**config.mk**
```make
export PLATFORM = sky130hd
export DESIGN_NAME = trace_framer
export DESIGN_NICKNAME = d
export VERILOG_FILES = /design/src/rtl/orbtrace_pkg.sv /design/src/rtl/trace_sync_detect.sv /design/src/rtl/trace_framer.sv
export SDC_FILE = /design/constraint.sdc
export NUM_CORES = 1
export LEC_CHECK = 0
export BUFFER_PORTS_ARGS = -buffer_cell sky130_fd_sc_hd__buf_2
export CAP_MARGIN = 20
export CORE_MARGIN = 1
export CORE_UTILIZATION = 40
export DETAILED_ROUTE_END_ITERATION = 8
export PLACE_DENSITY_LB_ADDON = 0.25
export SYNTH_ARGS = -nofsm -noshare
export SYNTH_HDL_FRONTEND = slang
export SYNTH_SLANG_ARGS = --single-unit
```
**constraint.sdc**
```tcl
create_clock -name clk -period 27.5 [get_ports clk]
set_clock_uncertainty 0.1 [all_clocks]
set_input_delay 5.5 -clock clk [delete_from_list [all_inputs] [get_ports clk]]
set_output_delay 5.5 -clock clk [all_outputs]
set_load 0.02 [all_outputs]
```
**src/rtl/orbtrace_pkg.sv**
```systemverilog
// rtl/orbtrace_pkg.sv - shared TPIU trace framing constants and state encoding
//
// Purpose: constants and the framer state type used by trace_framer and
// trace_sync_detect.
// Contents:
//   SYNC_PATTERN      - window value that marks a full TPIU sync (f x7 then 7)
//   NIBBLES_PER_FRAME - nibbles assembled into one frame
//   FRAME_BITS        - width of an assembled frame
//   framer_state_t    - UNSYNC / SYNC framer states
package orbtrace_pkg;

  localparam logic [31:0] SYNC_PATTERN      = 32'h7FFF_FFFF;
  localparam int          NIBBLES_PER_FRAME = 32;
  localparam int          FRAME_BITS        = 128;

  typedef enum logic {
    ST_UNSYNC = 1'b0,
    ST_SYNC   = 1'b1
  } framer_state_t;

endpackage

```
**src/rtl/trace_sync_detect.sv**
```systemverilog
// rtl/trace_sync_detect.sv - 32-bit nibble window and TPIU sync comparator
//
// Purpose: shifts each valid nibble into a 32-bit window (new nibble at
// [31:28], older nibbles toward bit 0) and flags when the window, including
// the nibble arriving this cycle, equals the sync pattern.
// Ports:
//   clk      - system clock, rising edge
//   rst      - asynchronous active-high reset, clears the window
//   din      - trace nibble
//   dinValid - din holds a new nibble this cycle
//   match    - combinational: the nibble arriving now completes a sync
module trace_sync_detect
  import orbtrace_pkg::*;
(
  input  logic       clk,
  input  logic       rst,
  input  logic [3:0] din,
  input  logic       dinValid,
  output logic       match
);

  logic [31:0] window;
  logic [31:0] window_next;

  assign window_next = {din, window[31:4]};

  // Compare against the post-shift value so the framer can react to the
  // match nibble itself and keep it out of the frame data.
  assign match = dinValid && (window_next == SYNC_PATTERN);

  always_ff @(posedge clk or posedge rst) begin
    if (rst) begin
      window <= '0;
    end else if (dinValid) begin
      window <= window_next;
    end
  end

endmodule

```
**src/rtl/trace_framer.sv**
```systemverilog
// rtl/trace_framer.sv - TPIU trace nibble stream to 128-bit frame assembler
//
// Purpose: aligns to the TPIU sync pattern, assembles 32 nibbles per frame
// (nibble k at bits [4k+3:4k]) and hands frames out through a single holding
// register with valid/ready handshake. Optionally drops sync after
// SYNC_TIMEOUT frames without a fresh sync (0 = never).
// Ports:
//   clk        - system clock, rising edge
//   rst        - asynchronous active-high reset
//   din        - trace nibble
//   dinValid   - din holds a new nibble this cycle
//   frame      - assembled frame (holding register)
//   frameValid - frame holds an undelivered frame
//   frameReady - downstream accepts frame when frameValid is also high
//   synced     - framer is aligned (SYNC state)
//   syncPulse  - one-cycle pulse after each sync match
//   ovfPulse   - one-cycle pulse when a completed frame is dropped
module trace_framer
  import orbtrace_pkg::*;
#(
  parameter int SYNC_TIMEOUT = 0
) (
  input  logic                  clk,
  input  logic                  rst,
  input  logic [3:0]            din,
  input  logic                  dinValid,
  output logic [FRAME_BITS-1:0] frame,
  output logic                  frameValid,
  input  logic                  frameReady,
  output logic                  synced,
  output logic                  syncPulse,
  output logic                  ovfPulse
);

  localparam logic [4:0]  LAST_NIB = 5'(NIBBLES_PER_FRAME - 1);
  localparam logic [15:0] TO_LIMIT = 16'(SYNC_TIMEOUT);

  framer_state_t state, state_next;

  logic                  sync_match;
  logic [4:0]            nib_cnt;
  logic [15:0]           to_cnt;
  logic [FRAME_BITS-1:0] asm_buf;
  logic                  data_nib;
  logic                  frame_done;
  logic                  timeout_hit;
  logic                  take_frame;

  trace_sync_detect u_sync_detect (
    .clk      (clk),
    .rst      (rst),
    .din      (din),
    .dinValid (dinValid),
    .match    (sync_match)
  );

  // A nibble is frame data only when synced and it is not the sync's own
  // terminating nibble.
  assign data_nib    = dinValid && (state == ST_SYNC) && !sync_match;
  assign frame_done  = data_nib && (nib_cnt == LAST_NIB);
  assign timeout_hit = frame_done && (TO_LIMIT != 16'd0) && (to_cnt == TO_LIMIT - 16'd1);
  // Holding register can take the new frame if empty or emptying this cycle.
  assign take_frame  = frame_done && (!frameValid || frameReady);

  assign synced = (state == ST_SYNC);

  always_ff @(posedge clk or posedge rst) begin
    if (rst) begin
      state <= ST_UNSYNC;
    end else begin
      state <= state_next;
    end
  end

  always_comb begin
    state_next = state;
    if (sync_match) begin
      state_next = ST_SYNC;
    end else if (timeout_hit) begin
      state_next = ST_UNSYNC;
    end
  end

  always_ff @(posedge clk or posedge rst) begin
    if (rst) begin
      nib_cnt    <= '0;
      to_cnt     <= '0;
      asm_buf    <= '0;
      frame      <= '0;
      frameValid <= 1'b0;
      syncPulse  <= 1'b0;
      ovfPulse   <= 1'b0;
    end else begin
      syncPulse <= sync_match;
      ovfPulse  <= frame_done && !take_frame;

      if (sync_match) begin
        nib_cnt <= '0;
        to_cnt  <= '0;
        asm_buf <= '0;
      end else if (data_nib) begin
        asm_buf[{nib_cnt, 2'b00} +: 4] <= din;
        // Wraps to 0 after the last nibble, so collection continues seamlessly.
        nib_cnt <= nib_cnt + 5'd1;
        if (frame_done) begin
          to_cnt <= timeout_hit ? 16'd0 : to_cnt + 16'd1;
        end
      end

      if (take_frame) begin
        frame      <= {din, asm_buf[FRAME_BITS-5:0]};
        frameValid <= 1'b1;
      end else if (frameValid && frameReady) begin
        frameValid <= 1'b0;
      end
    end
  end

endmodule
```
# After elaboration in Yosys (flattened, before gate mapping)
# Index checks and enable logic that the tools add are counted.
[classes]
n_reduce_logical = 13
n_eq_ne = 2
shift = 2
n_mux = 7
addsub = 2
[ops]
columns = ["op", "n"]
rows = [
  ["$mux W128", 2],
  ["$bwmux W128", 1],
  ["$shift A4 B9 Y128 const A", 1],
  ["$shiftx A4 B9 Y128", 1],
  ["$eq A32 B31 Y1 const B", 1],
  ["$mux W5", 2],
  ["$neg A7 Y9", 1],
  ["$logic_and A1 B1 Y1", 7],
  ["$add A5 B1 Y5 const B", 1],
  ["$eq A5 B5 Y1 const B", 1],
  ["$reduce_bool A2 Y1", 2],
  ["$logic_not A1 Y1", 3],
  ["$mux W1", 2],
  ["$logic_or A1 B1 Y1", 1],
]
[word_totals]
out_inout_bits = 132
register_bits = 297
input_bits = 8
word_cells = 34

# Depth between registers and ports, before layout
# Gate-level depths: netlist of the first run.
[depth]
word_depth = 8
mapped_depth = 10
depth_no_buf = 7

# By module
# Synthesis of the first run repeated with hierarchy kept, for this count alone.
[unflattened]
cells_unflattened = 931
hier_area_um2 = 12279.3
[modules_own_cells]
columns = ["module", "cells_per_inst", "seq_area_each_um2", "area_each_um2", "n_inst"]
rows = [
  ["trace_framer", 858, 6531.3, 11160.7, 1],
  ["trace_sync_detect", 73, 700.7, 1118.6, 1],
]

# Worst setup path after synthesis of the first run
# OpenSTA, ideal clock, no wires.
[synth_timing]
path_type = "in2reg"
start = "input din[3]"
end = "register frame[0]"
path_buffers = 3
t_required_ns = 27.273
setup_slack_ns = 20.117
setup_time_ns = 0.127
path_stages = 8
arrival_time_ns = 7.156
path_cell_list = "clkbuf_1 > nand4b_1 > or3_1 > nor4_4 > nor2_1 > buf_2 > buf_6 > mux2_1"
[synth_via]
elab_chain_cells = 6
[synth_rtl]
columns = ["element", "line", "source"]
rows = [
  ["start, declared", "trace_framer.sv:25", "input logic [3:0] din,"],
  ["$eq A32 B31 Y1", "trace_sync_detect.sv:29", "assign match = dinValid && (window_next == SYNC_PATTERN);"],
  ["$logic_and A1 B1 Y1", "trace_sync_detect.sv:29", ""],
  ["$logic_not A1 Y1", "trace_framer.sv:59", "assign data_nib = dinValid && (state == ST_SYNC) && !sync_match;"],
  ["$logic_and A1 B1 Y1", "trace_framer.sv:59", ""],
  ["$logic_and A1 B1 Y1", "trace_framer.sv:60", "assign frame_done = data_nib && (nib_cnt == LAST_NIB);"],
  ["$logic_and A1 B1 Y1", "trace_framer.sv:63", "assign take_frame = frame_done && (!frameValid || frameReady);"],
  ["end signal, assigned", "trace_framer.sv:111", "frame <= {din, asm_buf[FRAME_BITS-5:0]};"],
  ["end, declared", "trace_framer.sv:27", "output logic [FRAME_BITS-1:0] frame,"],
]
# No other way between the ends.
# A chain may end at the register's enable or synchronous reset.

# Worst setup path in the final report of the first run
[layout_timing]
start = "input din[0]"
end = "register asm_buf[120]"
[layout_via]
elab_chain_cells = 5
elab_cells_between_ends = 9
classes_between = "eq/ne (1); shift (1); mux (3); reduce/logical (4)"
[layout_rtl]
columns = ["element", "line", "source"]
rows = [
  ["$eq A32 B31 Y1", "trace_sync_detect.sv:29", ""],
  ["$logic_and A1 B1 Y1", "trace_sync_detect.sv:29", ""],
  ["$logic_not A1 Y1", "trace_framer.sv:59", ""],
  ["$logic_and A1 B1 Y1", "trace_framer.sv:59", ""],
  ["$reduce_bool A2 Y1 (no source line)", "n/a", ""],
  ["end signal, assigned by index", "trace_framer.sv:102", "asm_buf[{nib_cnt, 2'b00} +: 4] <= din;"],
  ["end, declared", "trace_framer.sv:43", "logic [FRAME_BITS-1:0] asm_buf;"],
]
# Several ways; a longest one is shown, not always the timed one. The select of a mux whose other input is x is not followed.

==> impl_metrics.ini, run 1 <==
[floorplan]
boundaryPins = 140
initial_core_util_pct = 40.8
core_sq_um = 29700
die_area_sq_um = 31000
die_y_um = 176
rows = 63
die_width_um = 176

[clock_network]
clk_latency_ps = 570
cts_hold_buf = 0
htreeDepth = 1
cts_buffers = 31
root_buffer = clkbuf_16
clkSlewWorstSetupHoldPaths_ps = 60
postCtsSetupBuffers = 0
cts_tree = yes
cts_sinks = 289
clockBufferDepth = 3
cts_repair_resize_count = 0

[worst_setup_path]
r2r_start = nib_cnt[0]$_DFFE_PP0P_
cp-startpoint = din[0]
crit_fanout = 72
max_stage_delay_ps = 680
endpoint_kind = register
critPathSlowestCell = buf_4
cp_num_buf_inv = 3
cp.required_ps = 27850
cp_common_cell = buf_4
arrival_ps = 8560
start_kind = input pin
path_delay_family = buffers and inverters
crit_type = input pin to register
crit_chain = buf_2 > nand4_1 > or4_4 > nor4_4 > buf_4 > buf_4 > nor2_1 > a22o_1

[cells_and_area]
drive_above_1_share_pct = 23.1
utilization_pct = 47.5
areaGrowthSynthToFinish_pct = 16.3
insertedDiodeCount = 0
instances_no_fill = 1476
nets = 1079
finalInstanceArea_sq_um = 14100

[status]
status = finished, final reports clean

[grt]
grtUsageMet1_pct = 26.3
antenna_found_initial = 0
grt_start_max_net_pins = 148
grt.busiest_layer = met2
use_met3_pct = 2.67
grt_pass1_vias = 7578
grt_pass1_wl_um = 44800
met2_usage_pct = 29.4
grtUsageTotal_pct = 18.6
gr-total-overflow = 0

[drt]
drt-pass1-iter-count = 5
drtAntennaViolNets = 0
drt_iter0_markers = 558
drcViolationCount = 0
vias = 7632
viasPerCell = 5.17
drt-total-wl_um = 28400
wl_per_cell_um = 19.3

[synthesis]
synth_edf_count = 0
ys_ff_latch = 289
seq_area_frac_synth_pct = 59.6
syn-cell-area_sq_um = 12100
synthTopCellsByArea = dfrtp_1 60%, mux2_1 11%, mux2i_1 6.7%, nor2_1 4.0%, mux2_2 3.4%
syn_inst = 941
avgSynthCellArea_sq_um = 12.9
synth_fp_nets = 956
synth_common_cells = 289 x dfrtp_1, 129 x nor2_1, 120 x mux2_1, 81 x mux2i_1, 37 x mux2_2
synth_top_area_share_pct = 59.6
yosysUniqueCellTypes = 58
synthArstFlopShare_pct = 100
yosys.area.top_type = dfrtp_1
synth_ff_type = dfrtp_1
ys_warn_count = 0
synthMostInstantiatedCell = dfrtp_1

[placed_design]
place_inst = 1419
dp_hpwl_um = 18700
port_buffers = 139
dpl_cell_area_sq_um = 13100
place_congestion = 0.840

[timing]
period_share_pct = 29.9
rsz0062_at_grt = no
post-route-min-period_ps = 8220
finalMaxSlewViolations = 0
setup_tns_ps = 0
max_slew_margin_pct = 33.5
worstMarginPinSlew_ps = 993
finalSetupViolations = 0
hold_viol = 0
fmax_mhz = 122

[run]
drv_cap = 0

[pwr]
leakage_nw = 7.41
irDropWorstVdd_uv = 62.7
p_total_uw = 870
pwr_density_cell_nw_per_um2 = 61.7

[hold_path]
hold_path_class = register to register
holdCritStartpoint = frame[58]$_DFFE_PP0P_
metrics by stage:
stage	setup slack, ps	hold slack [ps]
global route	19110	394
global placement	18770	362
CTS	19310	384
detailed placement	18700	370
floorplan	13920	361
finish	19280	377
final cells by class:
type / instances / area (sq um)
multi-input combinational: 587 / 4550
inverter: 8 / 37.5
timing repair buffer: 147 / 808
tap: 390 / 488
sequential: 289 / 7230
clock buffer: 44 / 905
fill: 2725 / 15600
clock inverter: 11 / 92.6
registers in the layout, summed over array words and instances, names as in the netlist:
name,cells
frame,128
syncPulse,1
synced,1
frameValid,1
ovfPulse,1
u_sync_detect.window,28
nib_cnt,5
asm_buf,124
layout by cell type (no fill, tap or decap), drive strengths merged, types with 4 or more instances in the layout:
cell,instances
dfrtp,289
mux2,157
buf,147
nor2,129
mux2i,81
clkbuf,44
nand2,35
nand3,20
a21oi,16
a22o,15
nand4,11
o32ai,11
o21ai,10
inv,10
nor3,8
nor2b,7
nand3b,7
ha,7
clkinv,7
nand2b,6
or2,6
a32o,5
and2,5
or3,4
xnor2,4
and3,4
and3b,4
o22ai,4
nor3b,4
per-layer routing:
layer,wire [um],vias up
met1,13100,3849
li1,-,3548
met3,1270,55
met5,0,-
met4,859,0
met2,13200,180
worst register-to-register path: stages (launching register included):
cell and delay (ps):
dfrtp_1 620, inv_1 270, ha_1 380, nor4b_1 590
o21ai_0 250, a211oi_1 860, mux2i_1 270, nor2_1 60
logic make-up (layout without fill, tap and decap cells):
logic type      Yosys count  in the layout  share of synthesized area (%)
simple gates            262            262                           10.5
xor+xnor                  7              7                          0.505
fa+ha+maj                 7              7                          0.722
buf+inv                  65            210                           2.98
mux                     238            238                           21.3
flops                   289            289                           59.6
compound gates           73             73                           4.43
worst paths after layout:
path / end / slack (ps) / cells after the start
setup reg to reg: asm_buf[93]$_DFFE_PP0P_ / 23960 / 7
min in group asynchronous: frame[106]$_DFFE_PP0P_ / 4810 / 2
hold / removal: frame[58]$_DFFE_PP0P_ / 380 / 1
setup / recovery: asm_buf[120]$_DFFE_PP0P_ / 19280 / 8
max in group asynchronous: frame[5]$_DFFE_PP0P_ / 21440 / 3
hold reg to reg: frame[58]$_DFFE_PP0P_ / 380 / 1
where the power goes:
part / switching (mW) / internal (mW)
Clock: 0.168 / 0.237
Combinational: 0.0142 / 0.00921
Sequential: 0.00699 / 0.435
Total: 0.189 / 0.681
No activity file was read; power rests on OpenSTA's default activity.
==> run 2, diff against run 1 <==
==> constraint.sdc (replaced) <==
create_clock -name clk -period 7.3 [get_ports clk]
set_clock_uncertainty 0.1 [all_clocks]
set_input_delay 1.46 -clock clk [delete_from_list [all_inputs] [get_ports clk]]
set_output_delay 1.46 -clock clk [all_outputs]
set_load 0.02 [all_outputs]
==> impl_metrics.ini, run 2 (synthesized netlist as in run 1, its figures left out) <==
[status]
status = finished, final reports clean

[clock_network]
cts_sinks = 289
root_buffer = clkbuf_16
clkSlewWorstSetupHoldPaths_ps = 60
clockBufferDepth = 3
cts_hold_buf = 0
postCtsSetupBuffers = 0
cts_tree = yes
clk_latency_ps = 550
cts_repair_resize_count = 0
cts_buffers = 31
htreeDepth = 1

[cells_and_area]
layout_commonest_cell = dfrtp_1
most-common-layout-cells = 289 x dfrtp_1, 139 x buf_2, 128 x nor2_1
largest_reg_flops = 128
seq_area_sq_um = 7230
nets = 1078
fillCellCount = 2711
drive_above_1_share_pct = 22.5
multi_input_area_sq_um = 4550
regMostFlops = frame
reg_top3 = frame x128, asm_buf x124, u_sync_detect.window x28
insertedDiodeCount = 0
instances_no_fill = 1475
areaGrowthSynthToFinish_pct = 16.0

[timing]
period_share_pct = 51.0
finalMaxSlewViolations = 0
max_slew_margin_pct = 27.7
hold_viol = 0
fmax_mhz = 268
post-route-min-period_ps = 3730
setup_tns_ps = 0
finalSetupViolations = 0
setup_ws_ps = 3570
rsz0062_at_grt = no
worstMarginPinSlew_ps = 1080

[pwr]
power_switching_uw = 687
p_clk_share_pct = 45.8
p_sw_share_pct = 21.3
pwr_density_cell_nw_per_um2 = 230
p_int_mw = 2.55
irDropWorstVdd_uv = 159
p_comb_share_pct = 2.7
sequentialPowerShare_pct = 51.5
leakage_nw = 7.37

[drt]
wl_per_cell_um = 19.4
drtAntennaViolNets = 0
viasPerCell = 5.21
drt_iter0_markers = 472
drt-pass1-iter-count = 4
vias = 7683
drcViolationCount = 0
drt-total-wl_um = 28700

[worst_setup_path]
reg2regPathDepth = 7
endpoint_kind = register
arrival_ps = 4060
crit_type = input pin to register
crit_fanout = 130
r2r_slack_ps = 3760
start_kind = input pin
cp.required_ps = 7640

[placed_design]
place_ws_ps = 3000
place_congestion = 0.855
place_inst = 1420
port_buffers = 139
dp_hpwl_um = 18800

[grt]
grtUsageMet1_pct = 26.4
grt.busiest_layer = met2
grt_pass1_wl_um = 44800
grtUsageTotal_pct = 18.8
grt_pass1_vias = 7519
met2_usage_pct = 29.0
gr-total-overflow = 0
grt_start_max_net_pins = 141
use_met3_pct = 3.51
antenna_found_initial = 0

[floorplan]
core_sq_um = 29700
die_y_um = 176
rows = 63
die_width_um = 176
die_area_sq_um = 31000
boundaryPins = 140
initial_core_util_pct = 40.8

[run]
drv_cap = 0

[hold_path]
min_path_cells = 1
hold_path_class = register to register
==> run 2: cell types whose count changed in the layout (fill, tap and decap cells not counted) <==
cell	change
buf_12	+4
clkbuf_8	-2
inv_6	-1
clkinvlp_4	+1
inv_8	-2
clkbuf_1	+6
clkinv_2	-2
buf_16	-2
buf_4	-3
==> run 2: path summary, 6_finish.rpt <==
kind	start	endpoint
max	din[0]	asm_buf[121]$_DFFE_PP0P_
min	frame[63]$_DFFE_PP0P_	frame[63]$_DFFE_PP0P_
max reg2reg	nib_cnt[0]$_DFFE_PP0P_	asm_buf[95]$_DFFE_PP0P_
min reg2reg	frame[63]$_DFFE_PP0P_	frame[63]$_DFFE_PP0P_
max in group asynchronous	rst	frame[73]$_DFFE_PP0P_
min in group asynchronous	rst	frame[32]$_DFFE_PP0P_
==> run 2: per-layer routing <==
layer  vias to the layer above  routed length (um)
li1                       3557                   -
met1                      3866               13100
met2                       210               13300
met3                        50                1530
met4                         0                 777
met5                         -                   0
==> run 2: critical path, stage by stage <==
cell     delay (ps)
buf_2           390
nand4_1         170
or4_4           570
nor4_4          430
buf_12          490
nor2_1          190
a22o_1          270
==> run 2: through the flow <==
step | utilization, % | cell area [sq um] | total power, mW | hold WS (ps)
after CTS | 47.4 | 14100 | 3.28 | 382
after global placement | 44.0 | 13100 | 1.78 | 366
after floorplan | - | 12100 | 1.75 | 361
after detailed placement | 44.1 | 13100 | 1.79 | 369
final | 47.4 | 14100 | 3.23 | 376
after global routing | 47.4 | 14100 | 3.36 | 397
==> run 2: final cells by class <==
cell class              instances  share of cell area [%]
multi-input cells             587                    32.3
repair buffers                146                    5.76
well taps                     390                    3.47
flip-flops and latches        289                    51.4
clock buffers                  48                    6.39
clock inverters                 7                   0.445
inverters                       8                   0.240
==> run 2: power by group through the flow <==
stage	combinational (mW)	clock, mW	sequential [mW]
finish	0.0889	1.48	1.67
global route	0.101	1.59	1.67
CTS	0.0927	1.52	1.66
detailed placement	0.0921	0	1.69
global placement	0.0896	0	1.69
floorplan	0.0664	0	1.69
==> run 3, diff against run 2 <==
--- a/config.mk
+++ b/config.mk
@@ -5,6 +5,7 @@
 export SDC_FILE = /design/constraint.sdc
 export NUM_CORES = 1
 export LEC_CHECK = 0
+export ABC_AREA = 1
 export BUFFER_PORTS_ARGS = -buffer_cell sky130_fd_sc_hd__buf_2
 export CAP_MARGIN = 20
 export CORE_MARGIN = 1
==> constraint.sdc (replaced) <==
create_clock -name clk -period 3.4 [get_ports clk]
set_clock_uncertainty 0.1 [all_clocks]
set_input_delay 0.68 -clock clk [delete_from_list [all_inputs] [get_ports clk]]
set_output_delay 0.68 -clock clk [all_outputs]
set_load 0.02 [all_outputs]
==> impl_metrics.ini, run 3 <==
[synthesis]
synth_ff_type = dfrtp_1
synthTopCellsByArea = dfrtp_1 58%, nand2_1 18%, nand3_1 6.3%, nor2_1 2.2%, o21ai_0 2.2%
synthArstFlopShare_pct = 100
syn_inst = 1454
avgSynthCellArea_sq_um = 8.62
syn-cell-area_sq_um = 12500
synthMostInstantiatedCell = nand2_1
seq_area_frac_synth_pct = 57.7
ys_ff_latch = 289
synth_common_cells = 613 x nand2_1, 289 x dfrtp_1, 158 x nand3_1, 75 x nor2_1, 59 x inv_1
ys_warn_count = 0
synth_edf_count = 0
yosys.area.top_type = dfrtp_1
synth_fp_nets = 1469
synth_top_area_share_pct = 57.7
yosysUniqueCellTypes = 33

[pwr]
pwr_density_cell_nw_per_um2 = 492
power_switching_mw = 1.54
p_sw_share_pct = 21.4
sequentialPowerShare_pct = 49.0
irDropWorstVdd_uv = 375
leakage_nw = 8.09
p_comb_share_pct = 2.5
p_int_mw = 5.64
p_clk_share_pct = 48.5

[cells_and_area]
largest_reg_flops = 128
nets = 1590
reg_top3 = frame x128, asm_buf x124, u_sync_detect.window x28
finalInstanceArea_sq_um = 14600
insertedDiodeCount = 0
areaGrowthSynthToFinish_pct = 16.2
most-common-layout-cells = 613 x nand2_1, 289 x dfrtp_1, 157 x nand3_1
fillCellCount = 3039
drive_above_1_share_pct = 17.1
layout_commonest_cell = nand2_1
regMostFlops = frame

[timing]
fmax_mhz = 352
rsz0062_at_grt = no
worstMarginPinSlew_ps = 661
hold_viol = 0
setup_ws_ps = 561
max_slew_margin_pct = 56.0
period_share_pct = 83.5
finalSetupViolations = 0
whs_ps = 5.84
finalMaxSlewViolations = 0
post-route-min-period_ps = 2840

[drt]
drt-total-wl_um = 32700
drtAntennaViolNets = 0
wl_per_cell_um = 16.4
drt_iter0_markers = 879
drcViolationCount = 0
vias = 10023
viasPerCell = 5.03
drt-pass1-iter-count = 5

[worst_setup_path]
endpoint_kind = register
start_kind = register
crit_type = register to register
cp.required_ps = 3740
crit_fanout = 23
arrival_ps = 3180

[placed_design]
place_congestion = 0.881
dpl_cell_area_sq_um = 13500
dp_hpwl_um = 22700
place_ws_ps = 634
port_buffers = 139

[grt]
grtUsageTotal_pct = 21.0
use_met3_pct = 2.78
grt_start_max_net_pins = 125
antenna_found_initial = 0
grt.busiest_layer = met2
grtUsageMet1_pct = 30.7
met2_usage_pct = 32.5
grt_pass1_wl_um = 53100
gr-total-overflow = 0
grt_pass1_vias = 9889

[run]
drv_cap = 0

[clock_network]
cts_buffers = 31
cts_hold_buf = 0
clkSlewWorstSetupHoldPaths_ps = 60
htreeDepth = 1
clockBufferDepth = 3
cts_sinks = 289
cts_tree = yes
clk_latency_ps = 550
root_buffer = clkbuf_16
cts_repair_resize_count = 0
postCtsSetupBuffers = 0

[floorplan]
core_sq_um = 30700
initial_core_util_pct = 40.9
die_width_um = 179
die_area_sq_um = 32000
boundaryPins = 140
rows = 64
die_y_um = 179

[status]
status = finished, final reports clean

[hold_path]
hold_path_class = input pin to asynchronous set/reset pin
[run 3: cell types whose count changed in the layout (fill, tap and decap cells not counted), sizes merged, moves of 15 or more]
cell,before,now
nor2,129,101
a22o,15,0
mux2i,81,0
inv,7,72
o21ai,10,62
mux2,157,3
nand4,11,30
nand2,35,618
nand3,20,167
[run 3: metal layers]
layer / vias up / routed length (um) / share of wire [%]
met3: 57 / 1630 / 5.0
met4: 0 / 915 / 2.8
met5: - / 0 / 0
met2: 269 / 14800 / 45
li1: 4879 / - / -
met1: 4818 / 15400 / 47
[run 3: power groups by stage]
stage	Clock, mW	Combinational, mW	Sequential (mW)
after floorplan	0	0.129	3.57
after global placement	0	0.181	3.58
after detailed placement	0	0.186	3.58
after CTS	3.54	0.187	3.52
after global routing	3.68	0.211	3.52
final	3.48	0.181	3.51
[run 3: kinds of logic after synthesis]
group | after synthesis | synth area share (%)
xor gates and xnor gates | 2 | 0.290
buffers and inverters | 144 | 6.04
and+or+nand+nor | 933 | 31.9
adders and majority gates | 7 | 0.699
AOI/OAI and AO/OA | 76 | 3.05
muxes | 3 | 0.270
DFF | 289 | 57.7
[run 3: path summary, 6_finish.rpt]
check                                                  endpoint  slack (ps)              startpoint  depth (start not counted)
min in group clk                           frame[1]$_DFFE_PP0P_         370  asm_buf[1]$_DFFE_PP0P_                          2
hold reg to reg                            frame[1]$_DFFE_PP0P_         370  asm_buf[1]$_DFFE_PP0P_                          2
setup reg to reg                        asm_buf[11]$_DFFE_PP0P_         560  nib_cnt[1]$_DFFE_PP0P_                         10
hold / removal                          asm_buf[96]$_DFFE_PP0P_           6                     rst                          2
setup / recovery                        asm_buf[11]$_DFFE_PP0P_         560  nib_cnt[1]$_DFFE_PP0P_                         10
max in group asynchronous  u_sync_detect.window[30]$_DFFE_PP0P_        2240                     rst                          3
[run 3: through the flow]
stage | util (%) | TNS, ps | total power, mW | cells
floorplan | - | -350610 | 3.70 | 1454
global placement | 44.0 | 0 | 3.76 | 1938
detailed placement | 44.0 | 0 | 3.76 | 1938
CTS | 47.5 | 0 | 7.24 | 1994
global route | 47.5 | 0 | 7.41 | 1994
finish | 47.5 | 0 | 7.17 | 1994
[run 3: final cells by class]
cell class | instances | area (sq um) | area share (%)
clock buffer | 44 | 925 | 6.35
clock inverter | 12 | 143 | 0.979
inverter | 73 | 278 | 1.91
multi-input combinational | 1021 | 4560 | 31.3
sequential | 289 | 7230 | 49.7
tap | 396 | 495 | 3.40
timing repair buffer | 159 | 933 | 6.41
[run 3: worst max-delay path, cell delays in order (launching register included)]
cell and delay [ps]:
dfrtp_1 450, inv_1 130, ha_1 280, xnor2_4 560
inv_2 240, nor2_2 330, nand2_1 160, nor2_2 230
inv_1 120, nand3_1 80, nand2_1 60
